--- config.mk ---
export PLATFORM = sky130hd
export DESIGN_NAME = adda_stream_ctrl
export DESIGN_NICKNAME = d
export VERILOG_FILES = /design/src/rtl/adda_pkg.sv /design/src/rtl/adda_clk_div.sv /design/src/rtl/adda_stream_ctrl.sv
export SDC_FILE = /design/constraint.sdc
export NUM_CORES = 1
export LEC_CHECK = 0
export ABC_AREA = 1
export CAP_MARGIN = 10
export CORE_AREA = 2 2 81 83
export DETAILED_ROUTE_END_ITERATION = 16
export DIE_AREA = 0 0 83 85
export PLACE_DENSITY_LB_ADDON = 0.12
export SLEW_MARGIN = 20
export SYNTH_ARGS = -nofsm -noshare
export SYNTH_HDL_FRONTEND = slang
export SYNTH_HIERARCHICAL = 1
export SYNTH_SLANG_ARGS = --single-unit
--- constraint.sdc ---
create_clock -name i_clk -period 3 [get_ports i_clk]
set_input_delay 0.45 -clock i_clk [delete_from_list [all_inputs] [get_ports i_clk]]
set_output_delay 0.45 -clock i_clk [all_outputs]
set_load 0.02 [all_outputs]
--- src/rtl/adda_pkg.sv ---
// ============================================================================
// Module      : adda_pkg
// Description : Shared constants for the AD/DA streaming controller.
// Revision    : 1.0 - initial release
// ============================================================================
`default_nettype none

package adda_pkg;

  localparam int ADDA_DATA_W = 8;
  localparam int ADDA_DIV_W  = 8;

  localparam logic [1:0] MODE_PASS = 2'd0;
  localparam logic [1:0] MODE_INV  = 2'd1;
  localparam logic [1:0] MODE_RAMP = 2'd2;
  localparam logic [1:0] MODE_HOLD = 2'd3;

endpackage

`default_nettype wire

--- src/rtl/adda_clk_div.sv ---
// ============================================================================
// Module      : adda_clk_div
// Description : Programmable half-period divider producing the ADC clock and
//               a strobe on the cycle whose edge takes the clock 1->0.
// Revision    : 1.0 - initial release
// ============================================================================
`default_nettype none

module adda_clk_div
  import adda_pkg::*;
#(
  parameter int DIV_W = ADDA_DIV_W
) (
  input  logic             i_clk,
  input  logic             i_reset,
  input  logic [DIV_W-1:0] i_div,
  output logic             o_ad_clk,
  output logic             o_fall
);

  logic [DIV_W-1:0] r_ctr;
  logic [DIV_W-1:0] r_div_lat;
  logic             r_ad_clk;
  logic             w_wrap;

  assign w_wrap = (r_ctr == r_div_lat);

  // The divisor is only reloaded on a wrap, so a half-period in flight always
  // finishes with the length it started with.
  always_ff @(posedge i_clk) begin
    if (i_reset) begin
      r_ctr     <= '0;
      r_div_lat <= i_div;
      r_ad_clk  <= 1'b0;
    end else if (w_wrap) begin
      r_ctr     <= '0;
      r_div_lat <= i_div;
      r_ad_clk  <= ~r_ad_clk;
    end else begin
      r_ctr     <= r_ctr + 1'b1;
    end
  end

  assign o_ad_clk = r_ad_clk;
  assign o_fall   = w_wrap & r_ad_clk;

endmodule

`default_nettype wire

--- src/rtl/adda_stream_ctrl.sv ---
// ============================================================================
// Module      : adda_stream_ctrl
// Description : ADC->DAC streaming controller: clock pair, capture, mode mux
//               (pass/invert/ramp/hold) and peak-hold LED level.
//               Define ADDA_AVG_EN for a 4-tap moving average in pass/invert.
// Revision    : 1.0 - initial release
// ============================================================================
`default_nettype none

module adda_stream_ctrl
  import adda_pkg::*;
#(
  parameter int DATA_W   = ADDA_DATA_W,
  parameter int DIV_W    = ADDA_DIV_W,
  parameter int DECAY_SH = 4
) (
  input  logic              i_clk,
  input  logic              i_reset,
  input  logic [DIV_W-1:0]  i_div,
  input  logic [1:0]        i_mode,
  output logic              o_ad_clk,
  input  logic [DATA_W-1:0] i_ad_data,
  output logic              o_da_clk,
  output logic [DATA_W-1:0] o_da_data,
  output logic [DATA_W-1:0] o_sample,
  output logic              o_sample_valid,
  output logic [DATA_W-1:0] o_led
);

  logic                w_fall;
  logic                r_cap;
  logic                r_valid;
  logic [1:0]          r_mode;
  logic [DATA_W-1:0]   r_sample;
  logic [DATA_W-1:0]   r_da;
  logic [DATA_W-1:0]   r_ramp;
  logic [DATA_W-1:0]   r_peak;
  logic [DECAY_SH-1:0] r_decay;

  adda_clk_div #(
    .DIV_W (DIV_W)
  ) u_clk_div (
    .i_clk    (i_clk),
    .i_reset  (i_reset),
    .i_div    (i_div),
    .o_ad_clk (o_ad_clk),
    .o_fall   (w_fall)
  );

`ifdef ADDA_AVG_EN
  logic [DATA_W-1:0] r_tap [4];
  logic              r_avg_go;
  logic [DATA_W+1:0] w_sum;
  logic [DATA_W-1:0] w_avg;

  assign w_sum = {2'b00, r_tap[0]} + {2'b00, r_tap[1]}
               + {2'b00, r_tap[2]} + {2'b00, r_tap[3]};
  assign w_avg = w_sum[DATA_W+1:2];

  always_ff @(posedge i_clk) begin
    if (i_reset) begin
      r_tap[0] <= '0;
      r_tap[1] <= '0;
      r_tap[2] <= '0;
      r_tap[3] <= '0;
      r_avg_go <= 1'b0;
    end else begin
      r_avg_go <= r_cap;
      if (r_cap) begin
        r_tap[0] <= r_sample;
        r_tap[1] <= r_tap[0];
        r_tap[2] <= r_tap[1];
        r_tap[3] <= r_tap[2];
      end
    end
  end
`endif

  always_ff @(posedge i_clk) begin
    if (i_reset) begin
      r_cap    <= 1'b0;
      r_valid  <= 1'b0;
      r_mode   <= MODE_PASS;
      r_sample <= '0;
      r_da     <= '0;
      r_ramp   <= '0;
      r_peak   <= '0;
      r_decay  <= '0;
    end else begin
      r_cap   <= w_fall;
      r_valid <= r_cap;

      if (w_fall) begin
        r_sample <= i_ad_data;
        r_mode   <= i_mode;
      end

      if (r_cap) begin
        case (r_mode)
`ifndef ADDA_AVG_EN
          MODE_PASS: r_da <= r_sample;
          MODE_INV:  r_da <= ~r_sample;
`endif
          MODE_RAMP: begin
            r_da   <= r_ramp;
            r_ramp <= r_ramp + 1'b1;
          end
          default: ;
        endcase

        // A new maximum always beats a decay step landing on the same capture.
        if (r_sample > r_peak) begin
          r_peak  <= r_sample;
          r_decay <= '0;
        end else begin
          r_decay <= r_decay + 1'b1;
          if ((r_decay == '1) && (r_peak != '0)) begin
            r_peak <= r_peak - 1'b1;
          end
        end
      end

`ifdef ADDA_AVG_EN
      if (r_avg_go) begin
        if (r_mode == MODE_PASS) begin
          r_da <= w_avg;
        end else if (r_mode == MODE_INV) begin
          r_da <= ~w_avg;
        end
      end
`endif
    end
  end

  assign o_da_clk       = ~o_ad_clk;
  assign o_da_data      = r_da;
  assign o_sample       = r_sample;
  assign o_sample_valid = r_valid;
  assign o_led          = r_peak;

endmodule

`default_nettype wire

; After elaboration in Yosys (flattened, before gate mapping)
; Cells that the tools add are included.
[totals]
ff_bits = 57
latch_bits = 0
mem_bits_rw = 0
romBits = 0
inputBits = 20
out_inout_bits = 27
elab_cells = 39
mem_count = 0
[classes]
n_addsub = 4
n_mul = 0
div_mod_pow = 0
magnitude_cmp = 1
n_eq_ne = 4
n_shift = 0
mux = 6
bitwise_logic = 3
n_reduce_logical = 10
[op_table]
columns = op, count
row1 = $mux W8, 4
row2 = $pmux W8 S3, 1
row3 = $add A8 B1 Y8 const B, 2
row4 = $eq A8 B8 Y1, 1
row5 = $gt A8 B8 Y1, 1
row6 = $not A8 Y8, 1
row7 = $reduce_bool A8 Y1, 1
row8 = $sub A8 B1 Y8 const B, 1
row9 = $reduce_and A2 Y1, 3
row10 = $add A4 B1 Y4 const B, 1
row11 = $eq A4 B4 Y1 const B, 1
row12 = $mux W4, 1
row13 = $reduce_bool A2 Y1, 2
row14 = $reduce_bool A3 Y1, 1
row15 = $eq A2 B1 Y1 const B, 1
row16 = $eq A2 B2 Y1 const B, 1
row17 = $logic_not A2 Y1, 1
row18 = $reduce_or A2 Y1, 1
row19 = $and A1 B1 Y1, 1
row20 = $logic_and A1 B1 Y1, 1
row21 = $not A1 Y1, 1

; Depth between registers and ports, before layout
; Gate-level depths: netlist (run 1).
[logic_depth]
word_depth = 4
ltp_mapped = 15
mapped_depth_nobuf = 14

; Modules after synthesis
; Netlist (run 1), hierarchy kept.
[modules_own_cells]
columns = mod, instances, cells_per_inst, area_each_um2, seq_area_each_um2
row1 = adda_stream_ctrl, 1, 311, 2227.1, 800.8
row2 = adda_clk_div, 1, 80, 754.5, 420.4

; Worst setup path before layout (run 1)
; Ideal clock, no wire load.
[synth_path]
path_kind = register to register
from = register r_peak[2] (netlist: o_led[2])
to = register r_peak[0] (netlist: o_led[0])
setup_ns = 0.112
arrival_ns = 1.692
required_ns = 2.888
path_slack_ns = 1.197
stages_incl_launch_ff = 15
path_buffers = 1
synth_period_minus_slack_ns = 1.803
cell_sequence = dfxtp_1 inv_1 ha_1 nand2_1 inv_1 nand2_1 nand2_1 nand2_1 nand2_4 nand2_4 buf_12 nand2_2 nand2_1 nor2_1 nor2_1
[synth_between]
elab_chain_cells = 4
word_cells_on_any_way = 6
cone_classes = order compare: 1 / mux: 1 / reduce/logical: 4
[synth_rtl]
columns = element, line_no
row1 = from (decl), adda_stream_ctrl.sv:37  ; logic [DATA_W-1:0] r_peak;
row2 = from (signal assigned), adda_stream_ctrl.sv:113  ; r_peak <= r_sample;
row3 = from (signal assigned), adda_stream_ctrl.sv:118  ; r_peak <= r_peak - 1'b1;
row4 = "parallel branches: the longest is 4 deep, another holds $gt A8 B8 Y1", n/a
; Parallel ways; which one is timed is not known.
; A chain may end at the register's enable or synchronous reset.

; Worst setup path after layout (run 1)
[layout_path]
from = register r_sample[5] (netlist: o_sample[5])
to = output o_sample[5]
[layout_lines]
columns = element, line_no
row1 = from (decl), adda_stream_ctrl.sv:34  ; logic [DATA_W-1:0] r_sample;
row2 = from (signal assigned), adda_stream_ctrl.sv:94  ; r_sample <= i_ad_data;
row3 = to (decl), adda_stream_ctrl.sv:25  ; output logic [DATA_W-1:0] o_sample,
; No word-level cell between the ends.

==> results of run 1 <==
## worst max path at each step
| stage | start | endpoint | cells past startpoint | slack [ps] |
|---|---|---|---|---|
| 3_5_place_dp | i_reset | o_led[0] | 5 | 890 |
| 5_1_grt | o_led[2] | o_led[5] | 13 | 840 |
| 4_1_cts | o_sample[3] | o_sample[3] | 1 | 1030 |
| 2_1_floorplan | o_led[2] | o_led[0] | 14 | 1200 |
| 6_report | o_sample[5] | o_sample[5] | 1 | 1050 |
| 3_3_place_gp | i_reset | o_led[3] | 5 | 970 |
## cell families (layout without fill, tap and decap cells)
logic type | count (synthesis) | after routing | synth area share
fa+ha+maj | 16 | 16 | 0.0671
xor+xnor | 15 | 15 | 0.0441
compound gates | 55 | 55 | 0.0999
buf+inv | 55 | 110 | 0.0764
flops | 57 | 57 | 0.410
simple gates | 193 | 193 | 0.303
## layout make-up
type                            instances  area [um2]  area share
Multi-Input combinational cell        279        1530       0.418
Sequential cell                        57        1220       0.333
Timing Repair Buffer                   47         468       0.128
Inverter                               47         176      0.0481
Clock buffer                           12         145      0.0396
Tap cell                               77        96.3      0.0263
Clock inverter                          4        27.5     0.00751
## registers in the layout (all words and copies together), names as in the netlist, 2 cells and up
signal               count
o_da_data                8
o_led                    8
o_sample                 8
r_decay                  4
r_mode                   2
r_ramp                   8
u_clk_div/r_ctr          8
u_clk_div/r_div_lat      8
## cells in the final DEF, fill, tap and decap left out, types with 2 or more instances in the layout
| cell | synthesis | layout |
|---|---|---|
| nor3_1 | 3 | 3 |
| dfxtp_1 | 49 | 49 |
| o22ai_1 | 6 | 6 |
| inv_1 | 45 | 45 |
| nand2_1 | 77 | 77 |
| a21oi_1 | 14 | 14 |
| nand2_4 | 4 | 4 |
| clkbuf_1 | 4 | 2 |
| nor2_1 | 54 | 54 |
| nor2_2 | 5 | 5 |
| xor2_1 | 9 | 9 |
| edfxtp_1 | 8 | 8 |
| clkdlybuf4s50_1 | 0 | 46 |
| nand3_2 | 2 | 2 |
| nand2_2 | 11 | 11 |
| ha_1 | 16 | 16 |
| inv_2 | 2 | 2 |
| xnor2_1 | 6 | 6 |
| o21ai_0 | 24 | 24 |
| nor2_4 | 2 | 2 |
| clkbuf_8 | 0 | 10 |
| a21o_1 | 2 | 2 |
| a31oi_1 | 8 | 8 |
| nand3_1 | 29 | 29 |
| nand4_1 | 3 | 3 |
## per-layer routing
metal,vias to the layer above,track usage,part of all wire,wire (um)
met4,0,0.0537,0.0098,65
met5,-,0,0,0
met1,1153,0.246,0.47,3110
met3,7,0.0554,0.037,247
li1,1365,-,-,-
met2,47,0.346,0.49,3230
## report_power, final
part | switching (mW) | leakage [nW] | internal, mW | total (mW)
logic | 0.0272 | 0.985 | 0.0347 | 0.0619
registers | 0.00741 | 0.473 | 0.784 | 0.792
clock network | 0.313 | 0.0869 | 0.323 | 0.636
total | 0.347 | 1.55 | 1.14 | 1.49
==> results.txt, run 1 <==
CTS built an H-tree with a depth of 3. The reported max-cap violation count is 0. Together, buffers and inverters on the worst path number 1.

The antenna diode count is 0. The share of synthesized flip-flops with an asynchronous set or reset is 0. At the worst endpoint, the required time is 2550 ps. The average routed wire per standard cell is 12.7 um. The number of setup buffers added after CTS came out at 0. The worst setup path is launched from a flip-flop. The number of global-route vias before repair came to 2,423. The path depth of the worst reg2reg path came out at 13. The max-slew violation total from the final report came out at 0. Ranked by total cell area, the synthesized netlist is headed by dfxtp_1, nand2_1, edfxtp_1, nor2_1, ha_1. The clock-pin slew on the worst setup and hold paths came out at 70 ps.

Buffers placed on the I/O ports in this run total 46. The iteration count of the initial detailed-routing pass came out at 4. The signal on the critical path passes through clkdlybuf4s50_1. The root buffer cell chosen for the clock tree is clkbuf_8. The path class of the tightest hold or removal check is flip-flop to flip-flop. In the final layout, the share of cells above drive strength 1 is 0.0987. Across all setup checks in the final design, the least slack found is 1050 ps. Counting flops and latches in the post-synthesis netlist gives 57. Post-CTS repair changed the size of 0 cells. The end-of-flow core utilization came out at 0.591. The average size of a mapped cell came out at 7.63 um2. For this run the aggregate overflow at the end of global routing stands at 0. The core outline area came out at 6200 um2. The critical register-to-register path endpoint is o_led[0].

The netlist area before placement came out at 2980 um2. The endpoint of the worst hold-timing path is r_ramp[7]. The number of enable-type register cells in the synthesized netlist came out at 8.

The number of inserted filler cells in the final layout came out at 611. The gate family responsible for the most delay along the worst path is buffers and inverters. The share of synthesized area occupied by flip-flops and latches came out at 0.410. Entering global routing, the biggest net connects 26 pins. The post-route worst hold slack is 491 ps.

The power density over the cells is 406 nW/um2. Among all flip-flop cells after synthesis, the most frequent one is dfxtp_1. For this run, the total global-route usage over all layers was measured as 0.200. The number of buffers added to fix hold violations after cts came out at 0. The design area is 3670 um2.

The data arrival time of the worst path came out at 1500 ps. The delay of the slowest cell on the worst path came out at 670 ps. The source-to-sink clock delay at the later pin of the worst-skew pair is 330 ps. The number of core rows is 29.

The violation count after the first detailed-routing iteration is 149. The horizontal die dimension came out at 83 um. The count of vias placed by the detailed router came out at 2,572. The cell area after placement is 3490 um2.

The final-report hold violation count came out at 0. The transition time of the tightest slew-check pin is 597 ps. The pre-CTS worst setup slack came out at 889 ps. The post-synthesis instance total is 391.

Of all cell types, the one taking the most synthesized area is dfxtp_1. In this run, placement finished with an instance count of 507. The leakage power of the design is 1.55 nW. The flow ran to the end, and the final reports show no timing, DRC or antenna violations. The number of library cell types mapped by synthesis came out at 31. The total design power came out at 1.49 mW.

The longest clock path from root to sink contains 2 buffers. The area enclosed by the die boundary came out at 7060 um2. The highest ir drop seen on vdd is 0.309 mV. The detailed-route DRC error count came out at 0. The ratio of final minimum period to clock period is 0.651.

The minimum clock period is 1950 ps. The setup path with the least slack is of type flip-flop to output pin. The first-pass GRT wire length came out at 11,300 um. The maximum operating frequency came out at 512 MHz.

The detailed placer's ending HPWL is 4780 um. The count of synthesis-stage warnings from yosys is 6. The number of clock buffers inserted by TritonCTS came out at 9. The floorplan step set the die height to 85 um.

In the final design database the tool counted 477 nets. The per-cell via count in the routed design came out at 4.92. After the flow finishes, the layout carries non-filler instances totaling 523. The worst hold path begins at r_ramp[7]. The clock skew after layout came out at 8.20 ps. The number of ports placed on the die boundary came out at 47. The worst hold path cell count is 1. The tightest slew margin relative to the limit is 0.602.

The initial antenna violation count came out at 0. The area fraction of the dominant cell type after synthesis is 0.329. TritonCTS built the clock tree. The maximum fanout count along the critical path is 6. The final setup violation count is 0. Setup repair after global routing left no endpoint under its margin. The post-synthesis net count came out at 427. The final weighted congestion in routability-driven placement is 0.874. The initial standard-cell utilization of the core is 0.481. The clock drives 57 sinks.

After routing, the total negative slack on setup checks comes to 0 ps. The final routed wirelength across all metal layers came out at 6650 um. The growth of design area from synthesis to finish came out at 23.0%. The slack of the worst reg-to-reg path is 1060 ps. The start of the worst register-to-register path is o_led[2]. Ranked by instance count, the synthesized netlist is headed by nand2_1, nor2_1, dfxtp_1. By instance count, the leading cell after synthesis is nand2_1.

The worst setup path is captured at an output pin. The slowest stage of the critical path is the clkdlybuf4s50_1 cell. In this run the remaining antenna-violating nets after routing total 0.
Power figures use the tool's default switching activity.
==> inputs of run 2 (changes only) <==
- CORE_AREA: 2 2 81 83 -> 2 2 82 84
- DIE_AREA: 0 0 83 85 -> 0 0 84 86
- clock period: 3 -> 1.6 ns (I/O delays scaled with it)
==> run 2 against run 1 <==
- the flow now finishes with violations (negative setup slack)
- sequential cell count unchanged
- largest cell class unchanged
- register-to-register slack lost 1100 ps
- cell count increased by 8.6%
- first-iteration DRC count rose by 11%
- final area up 17%
- combinational power rose by 130%
==> results.txt, run 2 (synthesis gave the netlist of run 1 again) <==
The final weighted congestion in routability-driven placement is 0.864 (-1.1%). The clock skew after layout was 9.98 ps (+1.78 ps). The total grt overflow came out at 0 (unchanged).

The data arrival time of the worst path is 1930 ps (+430 ps). The worst setup path is captured at a flip-flop. The cell family contributing the most delay on the critical path is simple AND/OR/NAND/NOR gates.

The most frequent standard cell in the layout excluding fill and tap cells is nand2_1. The number of global-route vias before repair came out at 2,725 (+12%). TritonCTS built the clock tree.

The die outline height is 86 um (+1.2%). The final net count came out at 522 (+9.4%). The run finished, with violations left. The average routed wire per standard cell is 13.5 um (+6.4%). The maximum operating frequency is 592 MHz.

The maximum clock insertion buffer count was 2 (unchanged). The footprint of the multi-input gates came out at 1700 um2 (+11%). The growth of design area from synthesis to finish is 43.5%. The leakage power of the design came out at 1.87 nW (+21%).

The per-cell via count in the routed design came to 5.05 (+2.7%). Setup repair after global routing could not meet its margin everywhere. The sum of negative setup slack is -340 ps (-340 ps). The post-route worst hold slack is 451 ps (-40.4 ps). The first-pass GRT wire length came out at 12,400 um (+9.9%). In this run the clock root is driven by a clkbuf_8. The minimum clock period came out at 1690 ps. The signal on the critical path passes through inv_4, ha_4, nand2_4, nor2_4, nand4_4, buf_4, nand3_1, nand2_2, nor2_2, nor2_1. The count of clock tree sinks came out at 57 (unchanged). The delay of the slowest cell on the worst path came to 360 ps (-310 ps). The top cell types in the final layout, fill and taps aside, are nand2_1, nor2_1, buf_4. The number of ports placed on the die boundary came to 47 (unchanged).

The tightest slew margin relative to the limit is 0.804 (+0.203). The total design power is 2.96 mW (+99%). The maximum fanout count along the critical path is 6 (unchanged). The layout cell share with drive strength beyond 1 is 0.285 (+0.186). The final reports fail on negative setup slack.

The iteration count of the initial detailed-routing pass came out at 4 (unchanged). The end-of-flow core utilization came to 0.681 (+0.0904). The final-report hold violation count came out at 0 (unchanged).

The largest net degree at the start of global routing is 29 (+12%). The power density over the cells came out at 692 nW/um2 (+70%). The number of core rows was 29 (unchanged). The count of buffering cells on the critical path with inverters included came out at 2 (+1). The initial antenna violation count is 0 (unchanged). The core outline area came out at 6280 um2 (+1.2%). The antenna diode count is 0 (unchanged).

The source-to-sink clock delay at the later pin of the worst-skew pair came out at 340 ps (about the same). The count of vias placed by the detailed router was 2,870 (+12%). The smallest setup slack after layout came out at -88.1 ps (-1140 ps).

The area taken by flip-flops and latches came out at 1260 um2 (+2.9%). The area enclosed by the die boundary was 7220 um2 (+2.4%). The remaining antenna violation count after routing came to 0 (unchanged). The detailed placer's ending HPWL is 5380 um (+12%).

The maximum level of the CTS H-tree came out at 3 (unchanged). The min-delay analysis places its worst path in the category input pin to flip-flop. The horizontal die dimension came to 84 um (+1.2%).

The highest ir drop seen on vdd came out at 0.450 mV (+46%). The final routed wirelength across all metal layers came out at 7690 um (+16%). The initial standard-cell utilization of the core came out at 0.475 (-0.00556).

The detailed-route DRC error count is 0 (unchanged). The clock-pin slew on the worst setup and hold paths is 70 ps (about the same). The number of clock buffers inserted by TritonCTS came out at 9 (unchanged). STA classifies the critical path startpoint as a flip-flop. The class of the most critical setup path is flip-flop to flip-flop.

The number of inserted filler cells in the final layout came to 530 (-13%). Dividing the final minimum period by the clock period gives 1.06. The reported max-cap violation count is 0 (unchanged). The required time at the endpoint of the critical path is 1840 ps (-710 ps). The max-slew violation total from the final report came out at 0 (unchanged). The overall fraction of global-route tracks in use is 0.219 (+0.0195). The final setup violation count came out at 8 (+8). The violation count after the first detailed-routing iteration is 166 (+11%). The cell area after placement is 3870 um2 (+11%). The design area came out at 4280 um2 (+17%).

The number of input and output port buffers inserted came out at 46 (unchanged). The slowest library cell on the worst path is dfxtp_4. The transition time of the tightest slew-check pin is 292 ps (-304 ps).
run 2: cell types whose count changed in the layout (fill, tap and decap cells not counted), moves of 5 or more:
cell and change:
ha_1 -8, dfxtp_1 -14, ha_4 +7, clkdlybuf4s50_1 -12
nor2_1 -5, inv_1 -10, buf_4 +40, nand2_1 -10
dlygate4sd2_1 +11, dfxtp_2 +7, nand2_2 +7, inv_2 +5
dfxtp_4 +7
run 2: path summary, 6_finish.rpt:
kind / slack (ps) / end / start / cells past startpoint
setup reg to reg: -90 / o_led[2] / o_led[5] / 10
hold reg to reg: 470 / r_ramp[7] / r_ramp[7] / 1
hold / removal: 450 / u_clk_div/r_div_lat[2] / i_div[2] / 1
setup / recovery: -90 / o_led[2] / o_led[5] / 10
run 2: report_power, final:
group          total [mW]  internal [mW]  switching, mW
Combinational       0.143         0.0800         0.0629
Clock                1.35          0.715          0.633
Sequential           1.47           1.46         0.0109
run 2: metal layers:
metal / share of wire / vias up / wire length, um / GRT usage
met3: 0.046 / 8 / 352 / 0.0356
met2: 0.47 / 65 / 3650 / 0.376
met1: 0.47 / 1335 / 3580 / 0.277
met5: 0 / - / 0 / 0
li1: - / 1462 / - / -
met4: 0.013 / 0 / 101 / 0.0880
run 2: metrics by stage:
step / std cells / worst slack, ps
detailed placement: 542 / -31.5
floorplan: 391 / 0.359
global route: 568 / -180
CTS: 567 / -22.3
global placement: 542 / 7.44
finish: 568 / -88.1
run 2: area by class of cell:
cell class | count | area share
Clock buffer | 9 | 0.0290
Clock inverter | 7 | 0.0164
Inverter | 47 | 0.0445
Multi-Input combinational cell | 279 | 0.398
Sequential cell | 57 | 0.294
Tap cell | 77 | 0.0225
Timing Repair Buffer | 92 | 0.196
run 2: worst reg2reg max path, delay by kind of cell, from the launching register on:
kind / cells / cell delay [ps]
AND/OR/NAND/NOR: 7 / 710
flip-flops: 1 / 360
adder cells (fa/ha/maj): 1 / 270
buffers and inverters: 2 / 250
run 2: repair_timing:
action | 4_1_cts | 5_1_grt
setup buffers | 9 | 1
pin swaps | 3 | 13
hold buffers | 0 | 0
gates resized for setup | 23 | 27
endpoints found under the setup margin | 21 | 24
==> inputs of run 3 (changes only) <==
- ABC_AREA: 1 -> default
- CORE_AREA: 2 2 82 84 -> 2 2 81 83
- DIE_AREA: 0 0 84 86 -> 0 0 83 85
- REMOVE_ABC_BUFFERS: default -> 1
==> run 3 against run 2 <==
- the flow still finishes with violations (negative setup slack)
- setup slack worse by 260 ps
- final area down 1.6%
- area after synthesis down 4.4%
- sequential cell count unchanged
- non-clock buffer count up 11
- clock skew down 0.61 ps
- core utilization down 0.29 points
- synthesized cell count down 25%
- total power up 1.4%
- highest routed layer unchanged
==> results.txt, run 3 <==
The final setup violation count is 12 (+4). The class of the most critical setup path is flip-flop to flip-flop. The filler-free cell count of the finished design is 478 (-16%). The sum of negative setup slack is -3470 ps (-3130 ps). The final weighted congestion in routability-driven placement came out at 0.837 (-3.1%).

The worst hold path belongs to the class flip-flop to flip-flop. The area fraction of the dominant cell type after synthesis is 0.344 (+0.0152). The required time at the endpoint of the critical path came out at 1800 ps (-40 ps).

The final-report hold violation count is 0 (unchanged). The core outline area came out at 6200 um2 (-1.2%). The iteration count of the initial detailed-routing pass was 4 (unchanged). The total internal power came to 2.37 mW (+5.2%). The average routed wire per standard cell came to 15.0 um (+11%). The detailed-route DRC error count was 0 (unchanged).

The pre-CTS worst setup slack is -340 ps (-309 ps). The post-synthesis cell type with the largest combined area is dfxtp_1. After synthesis, the most frequently instantiated cells are dfxtp_1, nor2_1, inv_1.

The net switching share of the total power came to 0.210 (-0.0286). The antenna diode count is 0 (unchanged). The leakage power of the design is 1.75 nW (-6.0%). The per-cell via count in the routed design is 5.18 (+2.4%).

The initial standard-cell utilization of the core is 0.459 (-0.0156). The maximum operating frequency came out at 512 MHz (-14%). The die outline height is 85 um (-1.2%). The checks that failed: negative setup slack. The horizontal die dimension was 83 um (-1.2%).

The clock-pin slew on the worst setup and hold paths is 60 ps (about the same). The maximum clock insertion buffer count is 2 (unchanged). The largest individual stage delay along the critical path comes from the cell dfxtp_1. The largest net degree at the start of global routing is 17 (-41%). The post-placement cell count came out at 455 (-16%). The maximum level of the CTS H-tree is 3 (unchanged). The count of synthesis-stage warnings from yosys is 6 (unchanged). The root buffer cell chosen for the clock tree is clkbuf_8. The overall fraction of global-route tracks in use is 0.201 (-0.0179). The reported max-cap violation count is 0 (unchanged). The most common flop cell mapped by yosys is dfxtp_1. The initial antenna violation count is 0 (unchanged). The transition time of the tightest slew-check pin came to 438 ps (+145 ps). The number of enable-type register cells in the synthesized netlist came out at 8 (unchanged). The share of synthesized area occupied by flip-flops and latches came out at 0.428 (+0.0189).

The netlist area before placement came out at 2850 um2 (-4.4%). The detailed placer's ending HPWL came out at 4990 um (-7.1%). The startpoint type of the worst setup path is a flip-flop. The total grt overflow came out at 0 (unchanged). The count of clock tree sinks came out at 57 (unchanged). The number of ports placed on the die boundary is 47 (unchanged).

The end-of-flow core utilization came out at 0.679 (-0.00292). The run finished, with violations left. The max-slew violation total from the final report is 0 (unchanged).

The endpoint class of the critical path is a flip-flop. The minimum clock period is 1950 ps (+264 ps). Setup repair after global routing could not meet its margin everywhere. The number of core rows is 29 (unchanged). The smallest setup slack after layout is -353 ps (-264 ps). The highest ir drop seen on vdd is 0.436 mV (-3.1%).

The data arrival time of the worst path is 2150 ps (+220 ps). The combinational share of power was 0.053 (+0.005). The first-pass GRT wire length came out at 11,400 um (-7.7%). The number of global-route vias before repair is 2,454 (-9.9%). The clock skew after layout came out at 9.37 ps (-0.613 ps).

The final routed wirelength across all metal layers is 7150 um (-7.0%). The power spent charging and discharging nets is 0.630 mW (-11%). The maximum fanout count along the critical path came out at 7 (+1). The number of inserted filler cells in the final layout is 496 (-6.4%). The slack of the worst reg-to-reg path came to -350 ps (-260 ps). The final net count is 432 (-17%).

The remaining antenna violation count after routing came out at 0 (unchanged). The area enclosed by the die boundary is 7060 um2 (-2.3%). The delay of the slowest cell on the worst path came out at 330 ps (-30 ps). The tightest slew margin relative to the limit is 0.708 (-0.0962). Traced cell by cell, the critical path runs through inv_1, ha_1, a21oi_1, a21oi_4, o211ai_4, buf_12, mux2i_1, o22ai_1.

The number of buffers added to fix hold violations after cts is 0 (unchanged). The relative contribution of sequential cells to total power came out at 0.495 (about the same). The number of input and output port buffers inserted came out at 46 (unchanged). The register bit total from synthesis is 57 (unchanged). By area the synthesized netlist is led by dfxtp_1, edfxtp_1, ha_1, mux2i_1, xnor2_1. The clock power share is 0.452 (-0.003). The source-to-sink clock delay at the later pin of the worst-skew pair is 330 ps (about the same). The number of clock buffers inserted by TritonCTS was 9 (unchanged).

The average size of a mapped cell came out at 9.69 um2 (+27%). The ratio of final minimum period to clock period came out at 1.22 (+0.165). The violation count after the first detailed-routing iteration came out at 76 (-54%).

In the layout the commonest cells are buf_4, dfxtp_1, nor2_1, clkdlybuf4s50_1. The count of vias placed by the detailed router is 2,474 (-14%). The library cell used most frequently in the layout, excluding fill and tap cells, is buf_4. The layout cell share with drive strength beyond 1 is 0.287 (+0.00165). The power density over the cells came out at 712 nW/um2 (+3.0%). The growth of design area from synthesis to finish came out at 47.7%. TritonCTS built the clock tree. Among all cell types in the netlist, the one instantiated most often is dfxtp_1.

The number of library cell types mapped by synthesis is 49 (+58%). The share of synthesized flip-flops with an asynchronous set or reset came to 0 (unchanged). The post-synthesis instance total came to 294 (-25%).
-- run 3: final cells by class --
cell class              instances  area, um2  share of cell area
clock buffers                  13        159              0.0377
clock inverters                 3       40.0             0.00951
inverters                      22       82.6              0.0196
multi-input cells             203       1670               0.396
flip-flops and latches         57       1230               0.292
well taps                      77       96.3              0.0229
repair buffers                103        937               0.223
-- run 3: kinds of logic after synthesis --
group | count (synthesis) | synth area share
simple gates | 92 | 0.167
mux | 18 | 0.0658
buf+inv | 34 | 0.0457
fa+ha+maj | 16 | 0.0702
compound gates | 51 | 0.143
xor+xnor | 26 | 0.0799
flops | 57 | 0.428
-- run 3: timing repair --
item	4_1_cts	5_1_grt
setup buffers	1	5
gates cloned	0	1
setup endpoints to repair	45	43
gates resized for setup	25	29
pin swaps	7	15
-- run 3: metrics by stage --
stage                     cell area, um2  hold slack, ps  power, mW
after floorplan                     2800             309       1.56
after global placement              3760             444       1.65
after detailed placement            3760             446       1.65
after CTS                           3990             446       3.00
after global routing                4210             452       3.10
final                               4210             456       3.00
-- run 3: worst max-delay path: cells and delay by family (launching register included) --
family,cells,cell delay (ps)
compound gates,4,740
buf+inv,2,230
mux,1,210
flops,1,330
fa+ha+maj,1,310
-- run 3: path summary, 6_finish.rpt --
check | cells after the start | start | endpoint
worst max-delay path | 8 | o_led[3] | o_led[5]
worst min-delay path | 2 | o_da_data[4] | o_da_data[4]
worst max register to register | 8 | o_led[3] | o_led[5]
worst min register to register | 2 | o_da_data[4] | o_da_data[4]
-- run 3: power groups by stage --
stage / sequential (mW) / clock [mW] / combinational, mW
after floorplan: 1.51 / 0 / 0.0414
after global placement: 1.51 / 0 / 0.141
after detailed placement: 1.51 / 0 / 0.142
final: 1.48 / 1.36 / 0.159
after CTS: 1.48 / 1.37 / 0.145
after global routing: 1.48 / 1.44 / 0.171
-- run 3: per-layer routing --
layer | routed length [um] | track usage | vias to the layer above | share of wire
met5 | 0 | 0 | - | 0
met4 | 113 | 0.0715 | 0 | 0.016
met3 | 257 | 0.0447 | 11 | 0.036
met2 | 3550 | 0.344 | 54 | 0.50
met1 | 3240 | 0.252 | 1169 | 0.45
li1 | - | - | 1240 | -
